File: config.mk
export PLATFORM = sky130hd
export DESIGN_NAME = sb_ctrl
export DESIGN_NICKNAME = d
export VERILOG_FILES = /design/src/rtl/sb_pkg.sv /design/src/rtl/sb_ctrl_arb.sv /design/src/rtl/sb_ctrl.sv
export VERILOG_INCLUDE_DIRS = /design/src /design/src/rtl
export SDC_FILE = /design/constraint.sdc
export NUM_CORES = 1
export LEC_CHECK = 0
export ABC_CLOCK_PERIOD_IN_PS = 2550
export BUFFER_PORTS_ARGS = -buffer_cell sky130_fd_sc_hd__buf_2
export CORE_MARGIN = 2
export CORE_UTILIZATION = 47
export CTS_CLUSTER_SIZE = 8
export DETAILED_ROUTE_END_ITERATION = 10
export PLACE_DENSITY = 0.88
export RECOVER_POWER = 25
export REMOVE_ABC_BUFFERS = 1
export SYNTH_ARGS = -nofsm -noshare
export SYNTH_HDL_FRONTEND = slang
export SYNTH_HIERARCHICAL = 1
export SYNTH_SLANG_ARGS = --single-unit
File: constraint.sdc
create_clock -name i_clk -period 2.55 [get_ports i_clk]
set_input_delay 0.255 -clock i_clk [delete_from_list [all_inputs] [get_ports i_clk]]
set_output_delay 0.255 -clock i_clk [all_outputs]
set_load 0.02 [all_outputs]
File: src/rtl/defines.sv
// Shared compile-time definitions: scoreboard capacity and the entry layout
// exchanged between issuers, the controller and the scoreboard.
`ifndef SB_DEFINES_SV
`define SB_DEFINES_SV

`define PROC_COUNT 4

typedef struct packed {
   logic [3:0]  cmd_id;
   logic [11:0] tag;
} entry_t;

`endif

File: src/rtl/sb_pkg.sv
// Scoreboard controller types: operation codes and FSM state encoding.
`ifndef SB_DEFINES_SV
`include "defines.sv"
`endif

package sb_pkg;

   typedef enum logic [1:0] {
      OP_NONE = 2'd0,
      OP_WR   = 2'd1,
      OP_RD   = 2'd2,
      OP_FL   = 2'd3
   } sb_op_e;

   typedef enum logic [1:0] {
      ST_IDLE  = 2'd0,
      ST_ISSUE = 2'd1,
      ST_WAIT  = 2'd2,
      ST_RESP  = 2'd3
   } sb_ctrl_state_e;

endpackage

File: src/rtl/sb_ctrl_arb.sv
// Winner select for the scoreboard controller. Flush always wins; read vs write
// is fixed priority, or round-robin when SB_CTRL_RR_EN is defined.
`ifndef SB_DEFINES_SV
`include "defines.sv"
`endif

module sb_ctrl_arb
   import sb_pkg::*;
(
`ifdef SB_CTRL_RR_EN
   input  logic   i_clk,
   input  logic   i_rst,
   input  logic   take,
`endif
   input  logic   fl_req,
   input  logic   rd_req,
   input  logic   wr_req,
   output sb_op_e grant
);

`ifdef SB_CTRL_RR_EN
   logic pref_rd;

   // Whichever of read/write was granted last yields the next tie.
   always_ff @(posedge i_clk) begin
      if (i_rst) begin
         pref_rd <= 1'b1;
      end else if (take && (grant == OP_RD || grant == OP_WR)) begin
         pref_rd <= (grant == OP_WR);
      end
   end

   always_comb begin
      grant = OP_NONE;
      if (fl_req) begin
         grant = OP_FL;
      end else if (rd_req && wr_req) begin
         grant = pref_rd ? OP_RD : OP_WR;
      end else if (rd_req) begin
         grant = OP_RD;
      end else if (wr_req) begin
         grant = OP_WR;
      end
   end
`else
   always_comb begin
      grant = OP_NONE;
      if (fl_req) begin
         grant = OP_FL;
      end else if (rd_req) begin
         grant = OP_RD;
      end else if (wr_req) begin
         grant = OP_WR;
      end
   end
`endif

endmodule

File: src/rtl/sb_ctrl.sv
// Scoreboard controller: serialises write/read/flush requests into one
// scoreboard operation at a time. Optional macro SB_CTRL_RR_EN (round-robin).
//
// state    | meaning
// ---------+---------------------------------------------------------
// ST_IDLE  | no operation in flight, arbitrate and latch winner
// ST_ISSUE | one-cycle command strobe for the latched op
// ST_WAIT  | entry held stable, waiting for scoreboard ack
// ST_RESP  | one-cycle done pulse to the winning requester
`ifndef SB_DEFINES_SV
`include "defines.sv"
`endif

module sb_ctrl
   import sb_pkg::*;
#(
   parameter int N_ENTRIES = `PROC_COUNT,
   parameter int ID_W      = $clog2(N_ENTRIES)
) (
   input  logic            i_clk,
   input  logic            i_rst,
   input  logic            i_wr_req,
   input  entry_t          i_wr_entry,
   output logic            o_wr_done,
   input  logic            i_rd_req,
   input  entry_t          i_rd_entry,
   output logic            o_rd_done,
   output logic            o_rd_exists,
   output logic [ID_W-1:0] o_rd_id,
   input  logic            i_fl_req,
   input  entry_t          i_fl_entry,
   output logic            o_fl_done,
   output logic            o_fl_hit,
   output entry_t          o_sb_entry,
   output logic            o_sb_write,
   output logic            o_sb_read,
   output logic            o_sb_flush,
   input  logic            i_sb_ack,
   input  logic            i_sb_exists,
   input  logic [ID_W-1:0] i_sb_id,
   output logic [ID_W:0]   o_count,
   output logic            o_full,
   output logic            o_busy
);

   localparam logic [ID_W:0] FULL_CNT = (ID_W + 1)'(N_ENTRIES);

   sb_ctrl_state_e  state_q, state_d;
   sb_op_e          op_q, grant;
   entry_t          entry_q, sel_entry;
   logic            exists_q;
   logic [ID_W-1:0] id_q;
   logic [ID_W:0]   count_q;
   logic            full, take, ack_take;

   assign full     = (count_q == FULL_CNT);
   assign take     = (state_q == ST_IDLE) && (grant != OP_NONE);
   assign ack_take = (state_q == ST_WAIT) && i_sb_ack;

   sb_ctrl_arb u_arb (
`ifdef SB_CTRL_RR_EN
      .i_clk  (i_clk),
      .i_rst  (i_rst),
      .take   (take),
`endif
      .fl_req (i_fl_req),
      .rd_req (i_rd_req),
      .wr_req (i_wr_req && !full),
      .grant  (grant)
   );

   always_comb begin
      sel_entry = '0;
      case (grant)
         OP_FL:   sel_entry = i_fl_entry;
         OP_RD:   sel_entry = i_rd_entry;
         OP_WR:   sel_entry = i_wr_entry;
         default: sel_entry = '0;
      endcase
   end

   always_ff @(posedge i_clk) begin
      if (i_rst) begin
         state_q  <= ST_IDLE;
         op_q     <= OP_NONE;
         entry_q  <= '0;
         exists_q <= 1'b0;
         id_q     <= '0;
         count_q  <= '0;
      end else begin
         state_q <= state_d;
         if (take) begin
            op_q    <= grant;
            entry_q <= sel_entry;
         end
         if (ack_take) begin
            exists_q <= i_sb_exists;
            id_q     <= i_sb_id;
            // Saturating guards keep the count sane even if the scoreboard misbehaves.
            if (op_q == OP_WR && !full) begin
               count_q <= count_q + 1'b1;
            end else if (op_q == OP_FL && i_sb_exists && count_q != '0) begin
               count_q <= count_q - 1'b1;
            end
         end
      end
   end

   always_comb begin
      state_d     = state_q;
      o_sb_write  = 1'b0;
      o_sb_read   = 1'b0;
      o_sb_flush  = 1'b0;
      o_wr_done   = 1'b0;
      o_rd_done   = 1'b0;
      o_fl_done   = 1'b0;
      o_rd_exists = 1'b0;
      o_rd_id     = '0;
      o_fl_hit    = 1'b0;
      case (state_q)
         ST_IDLE: begin
            if (grant != OP_NONE) state_d = ST_ISSUE;
         end
         ST_ISSUE: begin
            o_sb_write = (op_q == OP_WR);
            o_sb_read  = (op_q == OP_RD);
            o_sb_flush = (op_q == OP_FL);
            state_d    = ST_WAIT;
         end
         ST_WAIT: begin
            if (i_sb_ack) state_d = ST_RESP;
         end
         ST_RESP: begin
            o_wr_done = (op_q == OP_WR);
            o_rd_done = (op_q == OP_RD);
            o_fl_done = (op_q == OP_FL);
            if (op_q == OP_RD) begin
               o_rd_exists = exists_q;
               o_rd_id     = id_q;
            end
            o_fl_hit = (op_q == OP_FL) && exists_q;
            state_d  = ST_IDLE;
         end
         default: state_d = ST_IDLE;
      endcase
   end

   assign o_sb_entry = entry_q;
   assign o_count    = count_q;
   assign o_full     = full;
   assign o_busy     = (state_q != ST_IDLE);

endmodule

==> qor.yml, run 1 <==
run_status:
  status: "completed"
setup_path:
  r2r_setup_slack_ns: 0.45
  cp.arrival_ns: 2.28
  rr_startpoint: "o_count[2]$_SDFFE_PP0P_"
  r2r_end: "o_sb_entry[9]$_SDFFE_PP0P_"
  critical_path_class: "flop to flop"
  crit_required_ns: 2.73
  slowest_stage: "dfxtp_1"
  path_cells: "inv_1 -> nor3_1 -> nor2b_1 -> a21o_1 -> nand2b_1 -> o21ai_0 -> a211oi_1"
  worst_setup_path_end_kind: "flop"
  crit_start: "o_count[2]$_SDFFE_PP0P_"
  endpoint: "o_sb_entry[9]$_SDFFE_PP0P_"
  critical-path-top-delay-family: "simple AND/OR/NAND/NOR gates"
  cp-start-kind: "flop"
  slowest_delay_ns: 0.45
  worst-path-buf-inv: 1
  crit_fanout: 16
  worst-path-stages: 7
  worstRegToRegCells: 7
sta:
  hold_ws_ns: 0.181
  rsz0062_at_grt: "no"
  setup_viol: 0
  post-route-period-util_pct: 82.3
  finalMaxSlewViolations: 0
  layout_min_cycle_time_ns: 2.10
  tightest_slew_ns: 0.665
  max_freq_ghz: 0.476
  setup_tns_ns: 0
  finalHoldViolCount: 0
  finClkSkew_ns: 0.00244
  relSlewSlack_pct: 55.6
floorplanning:
  rows: 20
  initial_core_util_pct: 49.7
  die-area_um2: 3700
  coreArea_um2: 3050
  ios: 88
  die_h_um: 60.8
  die_x_um: 60.8
power:
  p_sw_share_pct: 44.7
  seq_power_share_pct: 40.1
  p_switching_uw: 689
  powerDensity_nw_per_um2: 786
  internal_power_uw: 854
  pwr-share-clk_pct: 10.7
  p_comb_share_pct: 49.2
  irDropWorstVdd_mv: 0.308
  power.leakage_uw: 0.00101
clocking:
  numCtsBuffers: 3
  clock_latency_ns: 0.30
  holdBufCountCts: 0
  cts_tree: "yes"
  cts.htree.levels: 1
  clk_pin_slew_ns: 0.13
  post_cts_resized: 0
  cts_buffer_depth: 2
  post_cts_buffers: 0
  root_buffer: "clkbuf_4"
  cts.sinks: 26
synth:
  syn_inst: 189
  postSynthAreaPerCell_um2: 8.02
  async_flop_share_pct: 0
  synthFlopType: "dfxtp_1"
  synth_seq_cells: 26
  ys_types: 34
  yosys_warnings: 6
  syn_area_um2: 1520
  synth-edff-count: 0
  ys_seq_area_share_pct: 34.3
grt:
  antenna_found_initial: 0
  grt_usage_pct: 20.7
  grt_pass1_wl_um: 5850
  grt_pass1_vias: 1411
  overflow: 0
  grt_max_degree: 27
placement:
  dpl.hpwl_um: 2810
  gp_congestion: 0.777
  portBuffers: 87
final_layout:
  layout-drive-gt1-share_pct: 31.9
  final_common_cell: "buf_2"
  insertedDiodeCount: 0
  fill_cells: 307
  final_cell_mix: "buf_2, nand2_1, dfxtp_1"
  syn2layout_area_growth_pct: 29.5
  fin_nets: 334
route:
  drtIter0Drc: 81
  routed_wl_um: 3530
  detail-route-antenna-nets: 0
  vias: 1587
  routedWlPerCell_um: 11.3
  first_pass_iters: 4
  viasPerCell: 5.05
  drcViolationCount: 0
min_path:
  hold_path.class: "input port to flop"
flow_run:
  drv_cap: 0
[state kept, by name, summed over array words and instances, names as in the netlist]
register and count:
o_sb_entry 16, o_count 3, id_q 2, op_q 2
state_q 2, exists_q 1
[worst min path at each step]
stage | start | end | slack, ns | depth (start not counted)
global placement | id_q[0]$_SDFFE_PP0P_ | id_q[0]$_SDFFE_PP0P_ | 0.44 | 2
floorplan | i_rst | o_count[2]$_SDFFE_PP0P_ | 0.32 | 1
global route | i_sb_id[1] | id_q[1]$_SDFFE_PP0P_ | 0.17 | 3
finish | i_sb_id[1] | id_q[1]$_SDFFE_PP0P_ | 0.18 | 3
detailed placement | id_q[1]$_SDFFE_PP0P_ | id_q[1]$_SDFFE_PP0P_ | 0.45 | 2
CTS | i_sb_id[1] | id_q[1]$_SDFFE_PP0P_ | 0.18 | 3
[cells in the mapped netlist (all sizes together) (2+ instances only)]
master | count | area (µm²)
a21oi | 7 | 35.0
nand2 | 26 | 97.6
and2 | 6 | 37.5
a211oi | 18 | 140
nor2 | 27 | 111
mux2i | 19 | 190
buf | 7 | 51.3
dfxtp | 26 | 521
ha | 5 | 62.6
and3 | 2 | 15.0
nand3 | 4 | 20.0
nor3 | 2 | 10.0
inv | 7 | 26.3
clkbuf | 5 | 18.8
o21ai | 16 | 80.1
[power by group through the flow]
stage	logic (µW)	registers, µW	clock network [µW]
4_1_cts	789	618	172
2_1_floorplan	401	738	0
5_1_grt	853	637	190
3_5_place_dp	788	629	0
3_3_place_gp	768	623	0
6_report	759	620	165
[per-layer routing]
metal	track usage, %	vias up	wire (µm)
met3	3.62	2	208
met4	5.59	0	27
met5	0	-	0
met2	38.6	52	1840
met1	24.1	717	1460
li1	-	816	-
[final cells by class]
class / instances / area (µm²) / share of cell area [%]
clock buffers: 3 / 22.5 / 1.15
well taps: 44 / 55.1 / 2.80
multi-input cells: 144 / 900 / 45.8
repair buffers: 90 / 440 / 22.4
flip-flops and latches: 26 / 520 / 26.5
inverters: 7 / 26.3 / 1.34
[worst reg2reg max path, stage by stage, from the launching register on]
cell      delay [ns]
dfxtp_1         0.45
inv_1           0.11
nor3_1          0.32
nor2b_1         0.09
a21o_1          0.24
nand2b_1        0.39
o21ai_0         0.28
a211oi_1        0.10
[cell families (layout without fill, tap and decap cells)]
| kind of cell | count (synthesis) | count (layout) | share of synthesized area [%] |
|---|---|---|---|
| AOI/OAI and AO/OA | 47 | 47 | 20.5 |
| xor gates and xnor gates | 2 | 2 | 1.16 |
| adders and majority gates | 5 | 5 | 4.13 |
| buffers and inverters | 19 | 100 | 6.35 |
| DFF | 26 | 26 | 34.3 |
| muxes | 19 | 19 | 12.5 |
| and+or+nand+nor | 71 | 71 | 21.0 |
[through the flow]
step	cell area [µm²]	cells	total power (µW)	setup slack, ns	util (%)
after floorplan	1450	177	1140	0.114	-
after global placement	1960	311	1390	0.587	64.2
after detailed placement	1960	311	1420	0.459	64.2
after CTS	1980	314	1580	0.438	64.9
after global routing	1960	314	1680	0.161	64.3
final	1960	314	1540	0.451	64.3
Note: power is estimated with default switching activity, not from simulation.
==> inputs of run 2 (changes only) <==
--- a/config.mk
+++ b/config.mk
@@ -6,13 +6,13 @@
 export SDC_FILE = /design/constraint.sdc
 export NUM_CORES = 1
 export LEC_CHECK = 0
-export ABC_CLOCK_PERIOD_IN_PS = 2550
+export ABC_CLOCK_PERIOD_IN_PS = 1720
 export BUFFER_PORTS_ARGS = -buffer_cell sky130_fd_sc_hd__buf_2
 export CORE_MARGIN = 2
-export CORE_UTILIZATION = 47
+export CORE_UTILIZATION = 39
 export CTS_CLUSTER_SIZE = 8
 export DETAILED_ROUTE_END_ITERATION = 10
-export PLACE_DENSITY = 0.88
+export PLACE_DENSITY = 0.78
 export RECOVER_POWER = 25
 export REMOVE_ABC_BUFFERS = 1
 export SYNTH_ARGS = -nofsm -noshare
==> constraint.sdc (replaced) <==
create_clock -name i_clk -period 1.72 [get_ports i_clk]
set_input_delay 0.172 -clock i_clk [delete_from_list [all_inputs] [get_ports i_clk]]
set_output_delay 0.172 -clock i_clk [all_outputs]
set_load 0.02 [all_outputs]
==> qor.yml, run 2 (synthesized netlist as in run 1, its figures left out) <==
placement:
  dp_cells: 324  # +4.2%
  place_area_um2: 2040  # +4.3%
  place_ws_ns: -0.0670  # -0.526 ns
  dpl.hpwl_um: 3120  # +11%
  portBuffers: 87  # unchanged
  gp_congestion: 0.750  # -3.5%
grt:
  grt_usage_pct: 17.9  # -2.7 points
  grt_pass1_vias: 1457  # +3.3%
  antenna_found_initial: 0  # unchanged
  overflow: 0  # unchanged
  grt_max_degree: 27  # unchanged
  grt_pass1_wl_um: 6160  # +5.3%
route:
  first_pass_iters: 4  # unchanged
  drtIter0Drc: 21  # -74%
  drcViolationCount: 0  # unchanged
  routedWlPerCell_um: 11.7  # +3.6%
  vias: 1643  # +3.5%
  viasPerCell: 4.93  # -2.4%
  detail-route-antenna-nets: 0  # unchanged
  routed_wl_um: 3880  # +9.8%
power:
  p_total_uw: 2630  # +70%
  powerDensity_nw_per_um2: 1230  # +56%
  power.leakage_uw: 0.00112  # +11%
  irDropWorstVdd_mv: 0.675  # +120%
setup_path:
  crit_required_ns: 1.91  # -0.82 ns
  crit_start: "o_count[2]$_SDFFE_PP0P_"
  rr_startpoint: "o_count[2]$_SDFFE_PP0P_"
  cp.arrival_ns: 1.78  # -0.50 ns
  r2r_setup_slack_ns: 0.13  # -0.32 ns
  critical_path_class: "flop to flop"
  worst_setup_path_end_kind: "flop"
  cp-start-kind: "flop"
  crit_fanout: 8  # -8
  r2r_end: "o_sb_entry[13]$_SDFFE_PP0P_"
  worstRegToRegCells: 9  # +2
sta:
  tightest_slew_ns: 0.478  # -0.187 ns
  setup_viol: 0  # unchanged
  relSlewSlack_pct: 68.1  # +13 points
  layout_min_cycle_time_ns: 1.59  # -0.510 ns
  post-route-period-util_pct: 92.4  # +10 points
  fin_ws_ns: 0.130  # -0.320 ns
  finalHoldViolCount: 0  # unchanged
  max_freq_ghz: 0.629  # +32%
  setup_tns_ns: 0  # unchanged
  finClkSkew_ns: 0.00250  # +0.0000655 ns
  finalMaxSlewViolations: 0  # unchanged
min_path:
  hold_path.class: "input port to flop"
  min_from: "i_sb_id[1]"
  hold_path_end: "id_q[1]$_SDFFE_PP0P_"
  timing.hold.worst_path_depth: 3  # unchanged
floorplanning:
  initial_core_util_pct: 41.1  # -8.6 points
  ios: 88  # unchanged
  die-area_um2: 4400  # +19%
  coreArea_um2: 3690  # +21%
  die_x_um: 66.4  # +9.1%
  rows: 22  # +10%
  die_h_um: 66.4  # +9.1%
final_layout:
  largest_reg_flops: 16  # unchanged
  final_cells: 333  # +6.1%
  fill_cells: 378  # +23%
  fin_nets: 348  # +4.2%
  design_area_um2: 2140  # +9.0%
  insertedDiodeCount: 0  # unchanged
  final_common_cell: "buf_2"
  layout-drive-gt1-share_pct: 36.8  # +5.0 points
  final_cell_mix: "buf_2, nand2_1, dfxtp_1"
  syn2layout_area_growth_pct: 41.2
clocking:
  numCtsBuffers: 3  # unchanged
  holdBufCountCts: 0  # unchanged
  cts_buffer_depth: 2  # unchanged
  cts.sinks: 26  # unchanged
  cts_tree: "yes"
  clk_pin_slew_ns: 0.09  # -0.04 ns
  root_buffer: "clkbuf_8"
  cts.htree.levels: 1  # unchanged
  clock_latency_ns: 0.27  # -0.03 ns
flow_run:
  drv_cap: 0  # unchanged
run_status:
  status: "completed"
## run 2: changes by cell type in the layout (fill, tap and decap cells not counted), sizes merged
cell	previous run	this run
buf	76	91
## run 2: worst max-delay path, cell delays in order (launching register included)
cell and delay (ns):
dfxtp_1 0.32, inv_1 0.10, nor3_2 0.06, nor2b_1 0.12, a21o_1 0.20, nor2_2 0.08, nor2_4 0.21, buf_4 0.18
nor2_1 0.04, a211oi_1 0.18
## run 2: cell type report
type / count / area (µm²) / area share (%)
clock buffer: 4 / 55.1 / 2.57
timing repair buffer: 104 / 559 / 26.1
inverter: 7 / 26.3 / 1.23
tap: 48 / 60.1 / 2.81
sequential: 26 / 520 / 24.3
multi-input combinational: 144 / 920 / 43.0
## run 2: timing repair
action | in CTS | in global routing
setup buffers | 0 | 5
resized for setup | 2 | 3
endpoints found under the setup margin | 16 | 16
pin swaps | 0 | 2
## run 2: how the worst max path moves through the flow
| stage | to | slack, ns | depth (start not counted) |
|---|---|---|---|
| 6_report | o_sb_entry[13]$_SDFFE_PP0P_ | 0.13 | 9 |
| 3_3_place_gp | o_sb_entry[10]$_SDFFE_PP0P_ | 0.05 | 8 |
| 3_5_place_dp | o_sb_entry[15]$_SDFFE_PP0P_ | -0.07 | 8 |
| 5_1_grt | o_sb_entry[13]$_SDFFE_PP0P_ | -0.03 | 9 |
| 4_1_cts | o_sb_entry[14]$_SDFFE_PP0P_ | 0.06 | 8 |
| 2_1_floorplan | o_sb_entry[0]$_SDFFE_PP0P_ | -0.72 | 7 |
## run 2: routing by layer
layer | up-vias | global-route usage, % | share of wire (%)
li1 | 845 | - | -
met1 | 728 | 18.8 | 41
met2 | 66 | 35.0 | 49
met3 | 4 | 4.43 | 8.4
met4 | 0 | 4.59 | 1.0
met5 | - | 0 | 0
## run 2: power by group
| group | internal [µW] | switching, µW |
|---|---|---|
| clock | 204 | 187 |
| combinational | 535 | 804 |
| sequential | 791 | 108 |
## run 2: per-stage QoR
stage,hold slack (ns),util (%)
after floorplan,0.237,-
after global placement,0.435,55.4
after detailed placement,0.442,55.4
after CTS,0.156,57.2
after global routing,0.154,58.0
final,0.152,58.0
==> inputs of run 3 (changes only) <==
==> constraint.sdc (replaced) <==
create_clock -name i_clk -period 1.72 [get_ports i_clk]
set_input_delay 0.344 -clock i_clk [delete_from_list [all_inputs] [get_ports i_clk]]
set_output_delay 0.344 -clock i_clk [all_outputs]
set_load 0.02 [all_outputs]
==> qor.yml, run 3 (synthesized netlist as in run 1, its figures left out) <==
run_status:
  status: "completed"
route:
  vias: 1603  # -2.4%
  viasPerCell: 4.81  # -2.4%
  first_pass_iters: 4  # unchanged
  drtIter0Drc: 51  # +140%
  route.met3.wl_um: 363  # +12%
  top_layer: "met4"
  detail-route-antenna-nets: 0  # unchanged
  dr_wl_met2_um: 1780  # -7.1%
  wirelength_met1_um: 1510  # -5.7%
  drcViolationCount: 0  # unchanged
  routedWlPerCell_um: 11.1  # -5.1%
  routed_wl_um: 3680  # -5.1%
clocking:
  cts.sinks: 26  # unchanged
  cts_buffer_depth: 2  # unchanged
  cts_tree: "yes"
  cts.htree.levels: 1  # unchanged
  holdBufCountCts: 0  # unchanged
  root_buffer: "clkbuf_8"
  numCtsBuffers: 3  # unchanged
  clk_pin_slew_ns: 0.09  # about the same
  clock_latency_ns: 0.27  # about the same
final_layout:
  design_area_um2: 2180  # +2.0%
  largest_reg_flops: 16  # unchanged
  final_cell_mix: "buf_2, nand2_1, dfxtp_1"
  fin_nets: 348  # unchanged
  final_util_pct: 59.2  # +1.2 points
  insertedDiodeCount: 0  # unchanged
  syn2layout_area_growth_pct: 44.1
  layout-drive-gt1-share_pct: 37.9  # +1.1 points
  final_cells: 333  # unchanged
  final_common_cell: "buf_2"
power:
  irDropWorstVdd_mv: 0.566  # -16%
  powerDensity_nw_per_um2: 1220  # -0.67%
  power.leakage_uw: 0.00112  # -0.33%
grt:
  grt_pass1_wl_um: 5960  # -3.2%
  overflow: 0  # unchanged
  grt_max_degree: 27  # unchanged
  grt_usage_pct: 17.2  # -0.77 points
  antenna_found_initial: 0  # unchanged
  grt_pass1_vias: 1402  # -3.8%
setup_path:
  rr_startpoint: "op_q[1]$_SDFFE_PP0P_"
  crit_fanout: 4  # -4
  cp.arrival_ns: 1.30  # -0.48 ns
  worstRegToRegCells: 7  # -2
  cp-start-kind: "flop"
  crit_start: "state_q[1]$_SDFFE_PP0P_"
  critical_path_class: "flop to primary output"
  worst_setup_path_end_kind: "primary output"
  crit_required_ns: 1.38  # -0.53 ns
placement:
  place_area_um2: 2050  # +0.37%
  place_ws_ns: -0.0157  # +0.0513 ns
  portBuffers: 87  # unchanged
  dp_cells: 325  # +0.31%
  gp_congestion: 0.756  # +0.85%
  dpl.hpwl_um: 2980  # -4.3%
floorplanning:
  die_x_um: 66.4  # unchanged
  initial_core_util_pct: 41.1  # unchanged
  die_h_um: 66.4  # unchanged
  coreArea_um2: 3690  # unchanged
  ios: 88  # unchanged
  die-area_um2: 4400  # unchanged
  rows: 22  # unchanged
sta:
  finClkSkew_ns: 0.00141  # -0.00109 ns
  fin_ws_ns: 0.0754  # -0.0549 ns
  relSlewSlack_pct: 68.1  # -0.094 points
  post-route-period-util_pct: 95.6  # +3.2 points
  finalHoldViolCount: 0  # unchanged
  layout_min_cycle_time_ns: 1.64  # +0.0549 ns
  setup_viol: 0  # unchanged
  tightest_slew_ns: 0.479  # +0.00140 ns
  max_freq_ghz: 0.608  # -3.3%
  setup_tns_ns: 0  # unchanged
  finalMaxSlewViolations: 0  # unchanged
flow_run:
  drv_cap: 0  # unchanged
min_path:
  hold_path.class: "input port to flop"
  min_from: "i_sb_id[1]"
  timing.hold.worst_path_depth: 3  # unchanged
==> run 3: metrics by stage <==
stage | power (µW) | hold slack (ns)
after floorplan | 1690 | 0.409
after CTS | 2570 | 0.313
final | 2670 | 0.317
after global routing | 2880 | 0.306
after detailed placement | 2160 | 0.445
after global placement | 2140 | 0.442
==> run 3: timing repair <==
action | in CTS | in global routing
pin swaps | 0 | 3
buffers inserted | 0 | 4
resized for setup | 3 | 10
setup endpoints to repair | 6 | 25
endpoints found under the hold margin | 0 | 0
==> run 3: report_power, final <==
part           internal [µW]  switching, µW  total (µW)  leakage [µW]
clock network            205            191         396     0.0000288
registers                799            113         912      0.000216
logic                    556            801        1360      0.000873
==> run 3: layer usage <==
layer / vias to the layer above / global-route usage (%)
met2: 65 / 30.8
met1: 687 / 19.8
met5: - / 0
li1: 847 / -
met3: 4 / 5.45
met4: 0 / 3.83
==> run 3: layout make-up <==
class / instances / area, µm²
multi-input cells: 144 / 938
well taps: 48 / 60.1
flip-flops and latches: 26 / 526
inverters: 7 / 26.3
clock buffers: 4 / 55.1
fillers: 356 / 1500
repair buffers: 104 / 579
==> run 3: worst paths after layout <==
kind                                           endpoint  slack (ns)
worst max register to register  o_count[2]$_SDFFE_PP0P_        0.13
worst min register to register     id_q[0]$_SDFFE_PP0P_        0.46
worst min-delay path               id_q[1]$_SDFFE_PP0P_        0.32
worst max-delay path                         o_sb_flush        0.08
==> run 3: critical path, stage by stage (launching register included) <==
cell,delay (ns)
dfxtp_2,0.38
inv_1,0.08
ha_1,0.21
and3_2,0.22
buf_2,0.15
